<file path="config.mk">
export PLATFORM = sky130hd
export DESIGN_NAME = video_geom_meter
export DESIGN_NICKNAME = d
export VERILOG_FILES = /design/src/rtl/video_geom_meter.sv
export SDC_FILE = /design/constraint.sdc
export NUM_CORES = 1
export LEC_CHECK = 0
export BUFFER_PORTS_ARGS = -buffer_cell sky130_fd_sc_hd__buf_2
export CAP_MARGIN = 25
export CORE_MARGIN = 5
export CORE_UTILIZATION = 49
export DETAILED_ROUTE_END_ITERATION = 8
export MAX_ROUTING_LAYER = met4
export PLACE_DENSITY = 0.73
export SYNTH_ARGS = -nofsm -noshare
export SYNTH_HDL_FRONTEND = slang
export SYNTH_SLANG_ARGS = --single-unit
</file>
<file path="constraint.sdc">
create_clock -name CLK_VIDEO -period 3.05 [get_ports CLK_VIDEO]
set_input_delay 0.305 -clock CLK_VIDEO [delete_from_list [all_inputs] [get_ports CLK_VIDEO]]
set_output_delay 0.305 -clock CLK_VIDEO [all_outputs]
set_load 0.02 [all_outputs]
</file>
<file path="src/rtl/video_geom_meter.sv">
// Video geometry meter.
// Registers the raw core video by one cycle and, in parallel, measures active
// width/height and total line/frame size in pixel-CE units. A geometry is only
// published once it has repeated for STABLE_FRAMES consecutive frames, so the
// scaler never reacts to a single glitched or transitional frame.
module video_geom_meter #(
  parameter int unsigned STABLE_FRAMES = 3,
  parameter int unsigned CW            = 12
) (
  input  logic          CLK_VIDEO,
  input  logic          reset,
  input  logic          ce_pix,
  input  logic          hblank_in,
  input  logic          vblank_in,
  input  logic          hsync_in,
  input  logic          vsync_in,
  input  logic [7:0]    r_in,
  input  logic [7:0]    g_in,
  input  logic [7:0]    b_in,
  output logic          ce_out,
  output logic          hblank_out,
  output logic          vblank_out,
  output logic          hsync_out,
  output logic          vsync_out,
  output logic [7:0]    r_out,
  output logic [7:0]    g_out,
  output logic [7:0]    b_out,
  output logic [CW-1:0] act_width,
  output logic [CW-1:0] act_height,
  output logic [CW-1:0] htotal,
  output logic [CW-1:0] vtotal,
  output logic          geom_valid,
  output logic          geom_change
);

  localparam logic [CW-1:0] CntMax    = {CW{1'b1}};
  localparam logic [CW-1:0] CntOne    = CW'(1);
  localparam logic [3:0]    StableThr = 4'(STABLE_FRAMES);
  localparam logic [3:0]    StableMax = 4'hF;

  // ---------------------------------------------------------------------------
  // Pass-through registers (every cycle, independent of measurement state)
  // ---------------------------------------------------------------------------
  logic       r_ce_out, r_hblank_out, r_vblank_out, r_hsync_out, r_vsync_out;
  logic [7:0] r_r_out, r_g_out, r_b_out;

  // Fixed one-cycle video delay, not gated by ce_pix.
  always_ff @(posedge CLK_VIDEO) begin
    if (reset) begin
      r_ce_out     <= 1'b0;
      r_hblank_out <= 1'b0;
      r_vblank_out <= 1'b0;
      r_hsync_out  <= 1'b0;
      r_vsync_out  <= 1'b0;
      r_r_out      <= 8'd0;
      r_g_out      <= 8'd0;
      r_b_out      <= 8'd0;
    end else begin
      r_ce_out     <= ce_pix;
      r_hblank_out <= hblank_in;
      r_vblank_out <= vblank_in;
      r_hsync_out  <= hsync_in;
      r_vsync_out  <= vsync_in;
      r_r_out      <= r_in;
      r_g_out      <= g_in;
      r_b_out      <= b_in;
    end
  end

  assign ce_out     = r_ce_out;
  assign hblank_out = r_hblank_out;
  assign vblank_out = r_vblank_out;
  assign hsync_out  = r_hsync_out;
  assign vsync_out  = r_vsync_out;
  assign r_out      = r_r_out;
  assign g_out      = r_g_out;
  assign b_out      = r_b_out;

  // ---------------------------------------------------------------------------
  // Per-frame counters (advance on ce_pix only)
  // ---------------------------------------------------------------------------
  logic          r_hb_prev, r_hs_prev, r_vs_prev;
  logic          r_armed;     // first vsync edge after reset seen
  logic          r_sat;       // some counter saturated in the current frame
  logic [CW-1:0] r_line_act, r_max_w, r_lines_act, r_htot, r_cur_htot, r_vtot;

  logic          w_active, w_hb_rise, w_hs_rise, w_vs_rise, w_sat_evt;
  logic [CW-1:0] w_line_act_d, w_max_w_d, w_lines_act_d, w_htot_d, w_cur_htot_d, w_vtot_d;
  logic [CW-1:0] w_vtot_close;

  // Edges are taken against the previous ce-qualified sample.
  assign w_active  = ce_pix & ~hblank_in & ~vblank_in;
  assign w_hb_rise = ce_pix & hblank_in & ~r_hb_prev;
  assign w_hs_rise = ce_pix & hsync_in & ~r_hs_prev;
  assign w_vs_rise = ce_pix & vsync_in & ~r_vs_prev;

  // Counter next-state; hsync action precedes the vsync frame close on the same ce.
  always_comb begin
    w_line_act_d  = r_line_act;
    w_max_w_d     = r_max_w;
    w_lines_act_d = r_lines_act;
    w_htot_d      = r_htot;
    w_cur_htot_d  = r_cur_htot;
    w_vtot_d      = r_vtot;
    w_vtot_close  = CntMax;
    w_sat_evt     = 1'b0;

    if (w_active) begin
      if (r_line_act == CntMax) w_sat_evt = 1'b1;
      else                      w_line_act_d = r_line_act + CntOne;
    end

    if (w_hb_rise) begin
      if (r_line_act > r_max_w) w_max_w_d = r_line_act;
      if (r_line_act != '0) begin
        if (r_lines_act == CntMax) w_sat_evt = 1'b1;
        else                       w_lines_act_d = r_lines_act + CntOne;
      end
      w_line_act_d = '0;
    end

    if (ce_pix) begin
      if (r_htot == CntMax) w_sat_evt = 1'b1;
      else                  w_htot_d = r_htot + CntOne;
    end

    if (w_hs_rise) begin
      w_cur_htot_d = (r_htot == CntMax) ? CntMax : r_htot + CntOne;
      w_htot_d     = '0;
      if (r_vtot == CntMax) w_sat_evt = 1'b1;
      else                  w_vtot_d = r_vtot + CntOne;
    end

    if (w_vs_rise) begin
      // +1 accounts for the line that begins on this edge.
      if (r_vtot == CntMax) w_sat_evt = 1'b1;
      else                  w_vtot_close = r_vtot + CntOne;
      w_max_w_d     = '0;
      w_lines_act_d = '0;
      w_vtot_d      = '0;
    end
  end

  // Counter and edge-history state.
  always_ff @(posedge CLK_VIDEO) begin
    if (reset) begin
      r_hb_prev   <= 1'b0;
      r_hs_prev   <= 1'b0;
      r_vs_prev   <= 1'b0;
      r_armed     <= 1'b0;
      r_sat       <= 1'b0;
      r_line_act  <= '0;
      r_max_w     <= '0;
      r_lines_act <= '0;
      r_htot      <= '0;
      r_cur_htot  <= '0;
      r_vtot      <= '0;
    end else if (ce_pix) begin
      r_hb_prev   <= hblank_in;
      r_hs_prev   <= hsync_in;
      r_vs_prev   <= vsync_in;
      r_line_act  <= w_line_act_d;
      r_max_w     <= w_max_w_d;
      r_lines_act <= w_lines_act_d;
      r_htot      <= w_htot_d;
      r_cur_htot  <= w_cur_htot_d;
      r_vtot      <= w_vtot_d;
      if (w_vs_rise)      r_sat <= 1'b0;
      else if (w_sat_evt) r_sat <= 1'b1;
      if (w_vs_rise)      r_armed <= 1'b1;
    end
  end

  // ---------------------------------------------------------------------------
  // Frame close: capture the measurement (partial frame before arming is dropped)
  // ---------------------------------------------------------------------------
  logic          r_check, r_meas_bad;
  logic [CW-1:0] r_meas_w, r_meas_h, r_meas_ht, r_meas_vt;

  // Snapshot the finished frame and request a stability check next cycle.
  always_ff @(posedge CLK_VIDEO) begin
    if (reset) begin
      r_check    <= 1'b0;
      r_meas_bad <= 1'b0;
      r_meas_w   <= '0;
      r_meas_h   <= '0;
      r_meas_ht  <= '0;
      r_meas_vt  <= '0;
    end else begin
      r_check <= w_vs_rise & r_armed;
      if (w_vs_rise && r_armed) begin
        r_meas_bad <= r_sat | w_sat_evt;
        r_meas_w   <= r_max_w;
        r_meas_h   <= r_lines_act;
        r_meas_ht  <= w_cur_htot_d;
        r_meas_vt  <= w_vtot_close;
      end
    end
  end

  // ---------------------------------------------------------------------------
  // Stability tracking and publication
  // ---------------------------------------------------------------------------
  logic [3:0]      r_stable;
  logic [CW-1:0]   r_prev_w, r_prev_h, r_prev_ht, r_prev_vt;
  logic [CW-1:0]   r_act_width, r_act_height, r_htotal, r_vtotal;
  logic            r_geom_valid, r_geom_change;

  logic [4*CW-1:0] w_meas, w_prev, w_pub;
  logic            w_frame_bad, w_publish;
  logic [3:0]      w_stable_d;

  assign w_meas = {r_meas_w, r_meas_h, r_meas_ht, r_meas_vt};
  assign w_prev = {r_prev_w, r_prev_h, r_prev_ht, r_prev_vt};
  assign w_pub  = {r_act_width, r_act_height, r_htotal, r_vtotal};

  // Stable-count update and publish decision for the frame just closed.
  always_comb begin
    w_frame_bad = r_meas_bad | (r_meas_w == '0) | (r_meas_h == '0);
    w_stable_d  = r_stable;
    if (r_check) begin
      if (w_frame_bad)          w_stable_d = 4'd0;
      else if (w_meas == w_prev) w_stable_d = (r_stable == StableMax) ? StableMax
                                                                     : r_stable + 4'd1;
      else                      w_stable_d = 4'd1;
    end
    // An already-published identical geometry does not re-pulse.
    w_publish = r_check & ~w_frame_bad & (w_stable_d >= StableThr) &
                (~r_geom_valid | (w_meas != w_pub));
  end

  // History, published geometry and the one-cycle change pulse.
  always_ff @(posedge CLK_VIDEO) begin
    if (reset) begin
      r_stable      <= 4'd0;
      r_prev_w      <= '0;
      r_prev_h      <= '0;
      r_prev_ht     <= '0;
      r_prev_vt     <= '0;
      r_act_width   <= '0;
      r_act_height  <= '0;
      r_htotal      <= '0;
      r_vtotal      <= '0;
      r_geom_valid  <= 1'b0;
      r_geom_change <= 1'b0;
    end else begin
      r_geom_change <= w_publish;
      if (r_check) begin
        r_stable  <= w_stable_d;
        r_prev_w  <= r_meas_w;
        r_prev_h  <= r_meas_h;
        r_prev_ht <= r_meas_ht;
        r_prev_vt <= r_meas_vt;
      end
      if (w_publish) begin
        r_act_width  <= r_meas_w;
        r_act_height <= r_meas_h;
        r_htotal     <= r_meas_ht;
        r_vtotal     <= r_meas_vt;
        r_geom_valid <= 1'b1;
      end else if (r_check && w_frame_bad) begin
        // Only a bad frame withdraws validity; mismatches just hold old values.
        r_geom_valid <= 1'b0;
      end
    end
  end

  assign act_width   = r_act_width;
  assign act_height  = r_act_height;
  assign htotal      = r_htotal;
  assign vtotal      = r_vtotal;
  assign geom_valid  = r_geom_valid;
  assign geom_change = r_geom_change;

endmodule

</file>
After elaboration in Yosys (flattened, before gate mapping)
Cells that the tools add are included.

$mul: 0. $lt $le $gt $ge: 2. Shifts and indexed selects: 0. $add $sub $neg: 5. Muxes and demuxes: 38. Divide/modulo/power cells: 0. Reduce and logical (&&, ||, !) cells: 19. Bitwise operators: 23. Equality and inequality tests: 11.

Operators by type and width (number): 2-to-1 mux 12 bit (19); adder 12 x 1 -> 12 bit, second input constant (4); == test 12 bit, second input constant (4); == test 48 bit (1); != test 48 bit (1); logical NOT 12 bit (2); 2-to-1 mux 4 bit (4); 2-to-1 mux 1 bit (15); nonzero test 2 bit (7); bitwise AND 1 bit (12); greater-than comparator 12 bit (1); nonzero test 12 bit (1); AND reduction 3 bit (3); != test 2 bit, second input constant (4); NOT 1 bit (7); AND reduction 2 bit (3); adder 4 x 1 -> 4 bit, second input constant (1); == test 4 bit, second input constant (1); greater-or-equal comparator 4 x 2 -> 1 bit, second input constant (1); OR 1 bit (4); AND reduction 4 bit (1); logical AND 1 bit (2).

Bits in latches: 0. RAM bits: 0. Bits of input ports: 31. Memories kept: 0. Logic and storage cells: 134. Output and inout port bits: 79. Flip-flop bits (word level): 258. ROM bits: 0.

Logic depth before layout (Yosys ltp)
Word-level depth: 15. Mapped depth: 10. Depth with buffers taken out: 8.

Worst setup path before layout
OpenSTA, ideal clock, no wires.

Kind: register to register. Start: register r_htot[0]. End: register r_meas_ht[7]. Period minus slack after synthesis: 2.114 ns. Stages on the path, launching flop included: 9. Buffers on the path: 2. Setup time: 0.065 ns. Setup slack: 0.936 ns. Data arrival time: 2.049 ns. Data required time: 2.985 ns. Cells stage by stage: dfxtp_1 ha_1 nand3_1 or4_1 clkbuf_1 clkbuf_1 a311oi_1 a21oi_1 nor2_1.

Longest elaborated chain between the ends: 3. Elaborated cells between the ends (all ways): 4. Those cells by class: add/sub (1); eq/ne (1); mux (2).

Ends and longest elaborated chain: start: declaration (RTL line 85) `logic [CW-1:0] r_line_act, r_max_w, r_lines_act, r_htot, r_cur_htot, r_vtot;`; start signal: assignment (RTL line 165) `r_htot <= w_htot_d;`; adder 12 x 1 -> 12 bit / == test 12 bit (equally long branches) (RTL line 128) `w_cur_htot_d = (r_htot == CntMax) ? CntMax : r_htot + CntOne;`; 2-to-1 mux 12 bit (*) (RTL line 128); 2-to-1 mux 12 bit (*) (RTL line 127) `if (w_hs_rise) begin`; end signal: assignment (RTL line 195) `r_meas_ht <= w_cur_htot_d;`; end: declaration (RTL line 178) `logic [CW-1:0] r_meas_w, r_meas_h, r_meas_ht, r_meas_vt;`.

Mark *: on every way between the ends. The rest lies on a longest branch, timed or not. A chain may end at the register's enable or synchronous reset.

Final worst setup path
Start: register r_meas_w[6]. End: register r_act_width[2], in the netlist act_width[2].

Longest elaborated chain between the ends: 8. Elaborated cells between the ends (all ways): 14. Those cells by class: order compare (1); eq/ne (2); mux (3); bitwise (7); reduce/logical (1).

Ends and longest elaborated chain: start: declaration (RTL line 178); start signal: assignment (RTL line 193) `r_meas_w <= r_max_w;`; logical NOT 12 bit (RTL line 219) `w_frame_bad = r_meas_bad | (r_meas_w == '0) | (r_meas_h == '0);`; OR 1 bit (2 in a row) (RTL line 219); 2-to-1 mux 4 bit (RTL line 222) `if (w_frame_bad) w_stable_d = 4'd0;`; 2-to-1 mux 4 bit (RTL line 221) `if (r_check) begin`; greater-or-equal comparator 4 x 2 -> 1 bit (RTL line 228) `w_publish = r_check & ~w_frame_bad & (w_stable_d >= StableThr) &`; bitwise AND 1 bit (RTL line 228); bitwise AND 1 bit (*) (RTL line 228); end signal: assignment (RTL line 256) `r_act_width <= r_meas_w;`; end: declaration (RTL line 206) `logic [CW-1:0] r_act_width, r_act_height, r_htotal, r_vtotal;`.

Marks and branches as above.

==> impl_metrics.prom <==
# TYPE chip_impl_metric gauge
chip_impl_info{name="outcome",value="finished clean"} 1
chip_impl_metric{name="clk_transition_reported_paths",unit="ns"} 0.06
chip_impl_metric{name="powerDensity",unit="nW/um^2"} 517
chip_impl_metric{name="synthSimpleGateAreaFrac",unit="%"} 23.6
chip_impl_info{name="global_route.peak_usage_layer",value="met2"} 1
chip_impl_metric{name="cellLeakagePower",unit="nW"} 5.33
chip_impl_metric{name="wl_per_cell",unit="um"} 17.5
chip_impl_metric{name="timing.hold.worst_path_depth",unit=""} 2
chip_impl_metric{name="ant_nets",unit=""} 0
chip_impl_info{name="root_buffer_cell",value="sky130_fd_sc_hd__clkbuf_16"} 1
chip_impl_metric{name="cts_made_buffers",unit=""} 28
chip_impl_info{name="holdCritPathClass",value="primary input to flip-flop"} 1
chip_impl_metric{name="number_of_buffers_added_for_setup_after_cts",unit=""} 0
chip_impl_metric{name="overflow",unit=""} 0
chip_impl_metric{name="setup_tns",unit="ns"} 0
chip_impl_metric{name="final_design_area_no_fill",unit="um^2"} 14000
chip_impl_metric{name="rr_worst_depth",unit=""} 7
chip_impl_metric{name="post_cts_resize_count",unit=""} 0
chip_impl_info{name="synth.area.top_cells",value="sky130_fd_sc_hd__dfxtp_1 (43%), sky130_fd_sc_hd__mux2i_1 (9.7%), sky130_fd_sc_hd__xnor2_1 (5.7%), sky130_fd_sc_hd__nand2b_1 (5.1%), sky130_fd_sc_hd__xor2_1 (4.9%)"} 1
chip_impl_metric{name="number_of_rows_created_at_floorplan",unit=""} 57
chip_impl_metric{name="setup_viol",unit=""} 0
chip_impl_metric{name="tritoncts_num_sinks",unit=""} 258
chip_impl_metric{name="clock_power_share",unit="%"} 47.1
chip_impl_info{name="cts_tree",value="yes"} 1
chip_impl_metric{name="finish.cell_count_without_fillers",unit=""} 1788
chip_impl_info{name="r2r-end",value="act_width[2]"} 1
chip_impl_metric{name="die_x",unit="um"} 166
chip_impl_metric{name="worstPathRequired",unit="ns"} 3.51
chip_impl_metric{name="place_area",unit="um^2"} 12800
chip_impl_info{name="synthDominantAreaCellType",value="sky130_fd_sc_hd__dfxtp_1"} 1
chip_impl_metric{name="grt_pass1_wl",unit="mm"} 49.7
chip_impl_metric{name="fin_worst_skew",unit="ns"} 0.0132
chip_impl_metric{name="synth_sequential_area_ratio",unit="%"} 43.4
chip_impl_metric{name="yosysUniqueCellTypes",unit=""} 57
chip_impl_metric{name="final_nets",unit=""} 1491
chip_impl_metric{name="finalHoldViolations",unit=""} 0
chip_impl_metric{name="ir_drop",unit="V"} 0.000371
chip_impl_metric{name="ioPinCount",unit=""} 110
chip_impl_metric{name="die_h",unit="um"} 166
chip_impl_metric{name="synth_mux_area_share",unit="%"} 9.67
chip_impl_metric{name="first_global_vias",unit=""} 8947
chip_impl_metric{name="grt_usage",unit="%"} 22.5
chip_impl_metric{name="timing_max_transition_violations_final",unit=""} 0
chip_impl_info{name="worst_setup_path_start_kind",value="flip-flop"} 1
chip_impl_metric{name="synthXorXnorAreaFrac",unit="%"} 10.6
chip_impl_metric{name="total_power",unit="mW"} 7.22
chip_impl_metric{name="syn_area_per_cell",unit="um^2"} 9.03
chip_impl_metric{name="grt_max_degree",unit=""} 125
chip_impl_metric{name="drt-pass1-iter-count",unit=""} 5
chip_impl_metric{name="worst_pin_slew",unit="ns"} 0.948
chip_impl_metric{name="dp_hpwl",unit="mm"} 22.4
chip_impl_metric{name="die_footprint",unit="um^2"} 27500
chip_impl_metric{name="power.switching_fraction",unit="%"} 22.5
chip_impl_metric{name="globalRouteMet3Util",unit="%"} 3.07
chip_impl_metric{name="internal_power",unit="mW"} 5.59
chip_impl_metric{name="route.detailed.drc",unit=""} 0
chip_impl_metric{name="vias",unit=""} 9616
chip_impl_info{name="synth.most_common_cell",value="sky130_fd_sc_hd__dfxtp_1"} 1
chip_impl_metric{name="detail_route.iter0.violations",unit=""} 789
chip_impl_metric{name="r2r_slack",unit="ns"} 0.36
chip_impl_metric{name="ctsHtreeMaxLevel",unit=""} 1
chip_impl_metric{name="net-switching-power",unit="mW"} 1.62
chip_impl_metric{name="multi_input_area",unit="um^2"} 6310
chip_impl_metric{name="max_freq",unit="GHz"} 0.372
chip_impl_info{name="synth_top_family_by_area",value="simple AND/OR/NAND/NOR gates"} 1
chip_impl_metric{name="seq_area",unit="um^2"} 5170
chip_impl_metric{name="timing.max_slew.rel_slack",unit="%"} 36.8
chip_impl_metric{name="met2_layer_usage_reported_by_global_route",unit="%"} 36.2
chip_impl_info{name="ff_to_ff_start",value="r_meas_w[6]"} 1
chip_impl_metric{name="layout.core_utilization",unit="%"} 57.9
chip_impl_metric{name="fraction_of_final_layout_cells_sized_beyond_drive_strength_1",unit="%"} 13.9
chip_impl_metric{name="syn_nets",unit=""} 1368
chip_impl_metric{name="flow.area_growth_from_synthesis",unit="%"} 17.3
chip_impl_metric{name="seqPwrFrac",unit="%"} 47.7
chip_impl_info{name="worst-setup-path-type",value="flip-flop to flip-flop"} 1
chip_impl_info{name="worst_hold_path.endpoint",value="vsync_out"} 1
chip_impl_metric{name="met1_usage",unit="%"} 29.6
chip_impl_info{name="synth_ff_type",value="sky130_fd_sc_hd__dfxtp_1"} 1
chip_impl_metric{name="route.detailed.vias_per_inst",unit=""} 5.38
chip_impl_info{name="cp-end-kind",value="flip-flop"} 1
chip_impl_metric{name="place.port_buffers",unit=""} 109
chip_impl_metric{name="number_of_enable_flip_flop_cells_after_synthesis",unit=""} 0
chip_impl_metric{name="gp_congestion",unit=""} 0.938
chip_impl_metric{name="post_synth_inst_count",unit=""} 1319
chip_impl_metric{name="detail_route.wirelength",unit="mm"} 31.3
chip_impl_metric{name="synth-warning-count",unit=""} 0
chip_impl_metric{name="cp_max_fo",unit=""} 25
chip_impl_metric{name="synth_area",unit="um^2"} 11900
chip_impl_metric{name="starting_utilization_of_the_core_area",unit="%"} 49.4
chip_impl_metric{name="post-route-period-util",unit="%"} 88.1
chip_impl_metric{name="max_cap_violations",unit=""} 0
chip_impl_metric{name="clk-insertion-delay-late",unit="ns"} 0.54
chip_impl_info{name="hold_start",value="vsync_in"} 1
chip_impl_info{name="grt_setup_unrepaired",value="no"} 1
chip_impl_metric{name="cts_hold_buf",unit=""} 25
chip_impl_metric{name="core_footprint",unit="um^2"} 24100
chip_impl_metric{name="synth_compound_gate_area_share",unit="%"} 7.26
chip_impl_metric{name="clock_path_buffers",unit=""} 3
chip_impl_metric{name="layout.filler_cells",unit=""} 2184
chip_impl_metric{name="combinationalPowerShare",unit="%"} 5.2
chip_impl_metric{name="yosys.area_share.adder",unit="%"} 1.89
chip_impl_metric{name="synth_async_sr_flop_share",unit="%"} 0
chip_impl_metric{name="dp_cell_count",unit=""} 1711
chip_impl_metric{name="antenna-diode-count",unit=""} 0
chip_impl_info{name="yosys-top-cells-count",value="sky130_fd_sc_hd__dfxtp_1 (258), sky130_fd_sc_hd__nor2_1 (151), sky130_fd_sc_hd__nand2_1 (118), sky130_fd_sc_hd__mux2i_1 (115), sky130_fd_sc_hd__nand2b_1 (97)"} 1
chip_impl_metric{name="synth-seq-cells",unit=""} 258
chip_impl_metric{name="grt_antenna_before_repair",unit=""} 0
chip_impl_metric{name="post-route-min-period",unit="ns"} 2.69
chip_impl_metric{name="timing.critical_path.arrival",unit="ns"} 3.15
chip_impl_metric{name="synth.top_cell.area_share",unit="%"} 43.4
## worst max path at each step
stage,from,end,slack (ns),cells past startpoint
after global routing,r_meas_w[6],act_width[7],0.18,7
after floorplan,r_htot[0],r_meas_ht[7],0.94,8
after global placement,r_htot[0],r_meas_ht[0],0.54,6
after CTS,r_meas_w[6],htotal[11],0.43,7
after detailed placement,r_meas_w[6],htotal[11],0.45,7
final,r_meas_w[6],act_width[2],0.36,7
## stage by stage
| step | hold slack [ns] | setup slack (ns) |
|---|---|---|
| 6_report | 0.0292 | 0.363 |
| 5_1_grt | 0.0514 | 0.182 |
| 4_1_cts | 0.0218 | 0.427 |
| 3_5_place_dp | 0.469 | 0.447 |
| 3_3_place_gp | 0.461 | 0.542 |
| 2_1_floorplan | 0.433 | 0.936 |
## per-layer routing
metal / wire length (um) / vias to the layer above / share of wire, %
met1: 13800 / 4542 / 44
met5: 0 / - / 0
li1: - / 4772 / -
met2: 14800 / 243 / 47
met4: 1030 / 0 / 3.3
met3: 1610 / 59 / 5.1
## area by class of cell
type / count / share of cell area [%]
multi-input cells: 966 / 45.2
flip-flops and latches: 258 / 37.0
repair buffers: 164 / 7.53
clock buffers: 38 / 5.80
well taps: 324 / 2.90
clock inverters: 14 / 0.923
inverters: 24 / 0.645
## worst max-delay path, stage by stage, from the launching register on
cell,delay [ns]
sky130_fd_sc_hd__dfxtp_1,0.52
sky130_fd_sc_hd__xor2_1,0.17
sky130_fd_sc_hd__nor4_1,0.32
sky130_fd_sc_hd__nand4_1,0.23
sky130_fd_sc_hd__nor4_4,0.40
sky130_fd_sc_hd__and3_2,0.29
sky130_fd_sc_hd__buf_4,0.39
sky130_fd_sc_hd__mux2i_1,0.26
## cells in the final DEF, fill, tap and decap left out, types with 4 or more instances in the layout
cell type and instances:
sky130_fd_sc_hd__buf_4 28, sky130_fd_sc_hd__o21ai_0 14, sky130_fd_sc_hd__clkbuf_8 5, sky130_fd_sc_hd__nand2_1 118
sky130_fd_sc_hd__xnor2_1 77, sky130_fd_sc_hd__nand4_1 40, sky130_fd_sc_hd__a31oi_1 5, sky130_fd_sc_hd__clkbuf_16 29
sky130_fd_sc_hd__a21o_1 5, sky130_fd_sc_hd__nand2b_1 97, sky130_fd_sc_hd__xor2_1 67, sky130_fd_sc_hd__a211oi_1 24
sky130_fd_sc_hd__clkbuf_1 4, sky130_fd_sc_hd__inv_1 24, sky130_fd_sc_hd__nor3_1 14, sky130_fd_sc_hd__nor2b_1 34
sky130_fd_sc_hd__clkinv_2 9, sky130_fd_sc_hd__mux2i_1 115, sky130_fd_sc_hd__nor4_1 40, sky130_fd_sc_hd__a311oi_1 9
sky130_fd_sc_hd__a21oi_1 59, sky130_fd_sc_hd__dfxtp_1 257, sky130_fd_sc_hd__buf_2 108, sky130_fd_sc_hd__nand3_1 28
sky130_fd_sc_hd__ha_1 18, sky130_fd_sc_hd__dlygate4sd3_1 25, sky130_fd_sc_hd__or3_1 5, sky130_fd_sc_hd__nor2_1 151
## kinds of logic after synthesis
| group | Yosys count |
|---|---|
| AO/OA/AOI/OAI | 135 |
| XOR/XNOR | 144 |
| adder cells (fa/ha/maj) | 18 |
| buffers and inverters | 95 |
| flip-flops | 258 |
| multiplexers | 115 |
| AND/OR/NAND/NOR | 554 |
## power groups by stage
stage	combinational, mW	sequential (mW)	clock, mW
2_1_floorplan	0.216	3.54	0
3_3_place_gp	0.347	3.51	0
3_5_place_dp	0.351	3.51	0
4_1_cts	0.377	3.44	3.47
5_1_grt	0.413	3.44	3.63
6_report	0.378	3.44	3.40
## state kept, by name (all words and copies together) (netlist names), 12 cells and up
register     count
r_meas_w        12
r_prev_w        12
r_prev_h        12
act_height      12
r_prev_ht       12
r_vtot          12
r_meas_vt       12
r_line_act      12
r_htot          12
r_prev_vt       12
act_width       12
r_max_w         12
htotal          12
vtotal          12
r_meas_ht       12
r_meas_h        12
r_cur_htot      12
r_lines_act     12
Power figures use the tool's default switching activity.
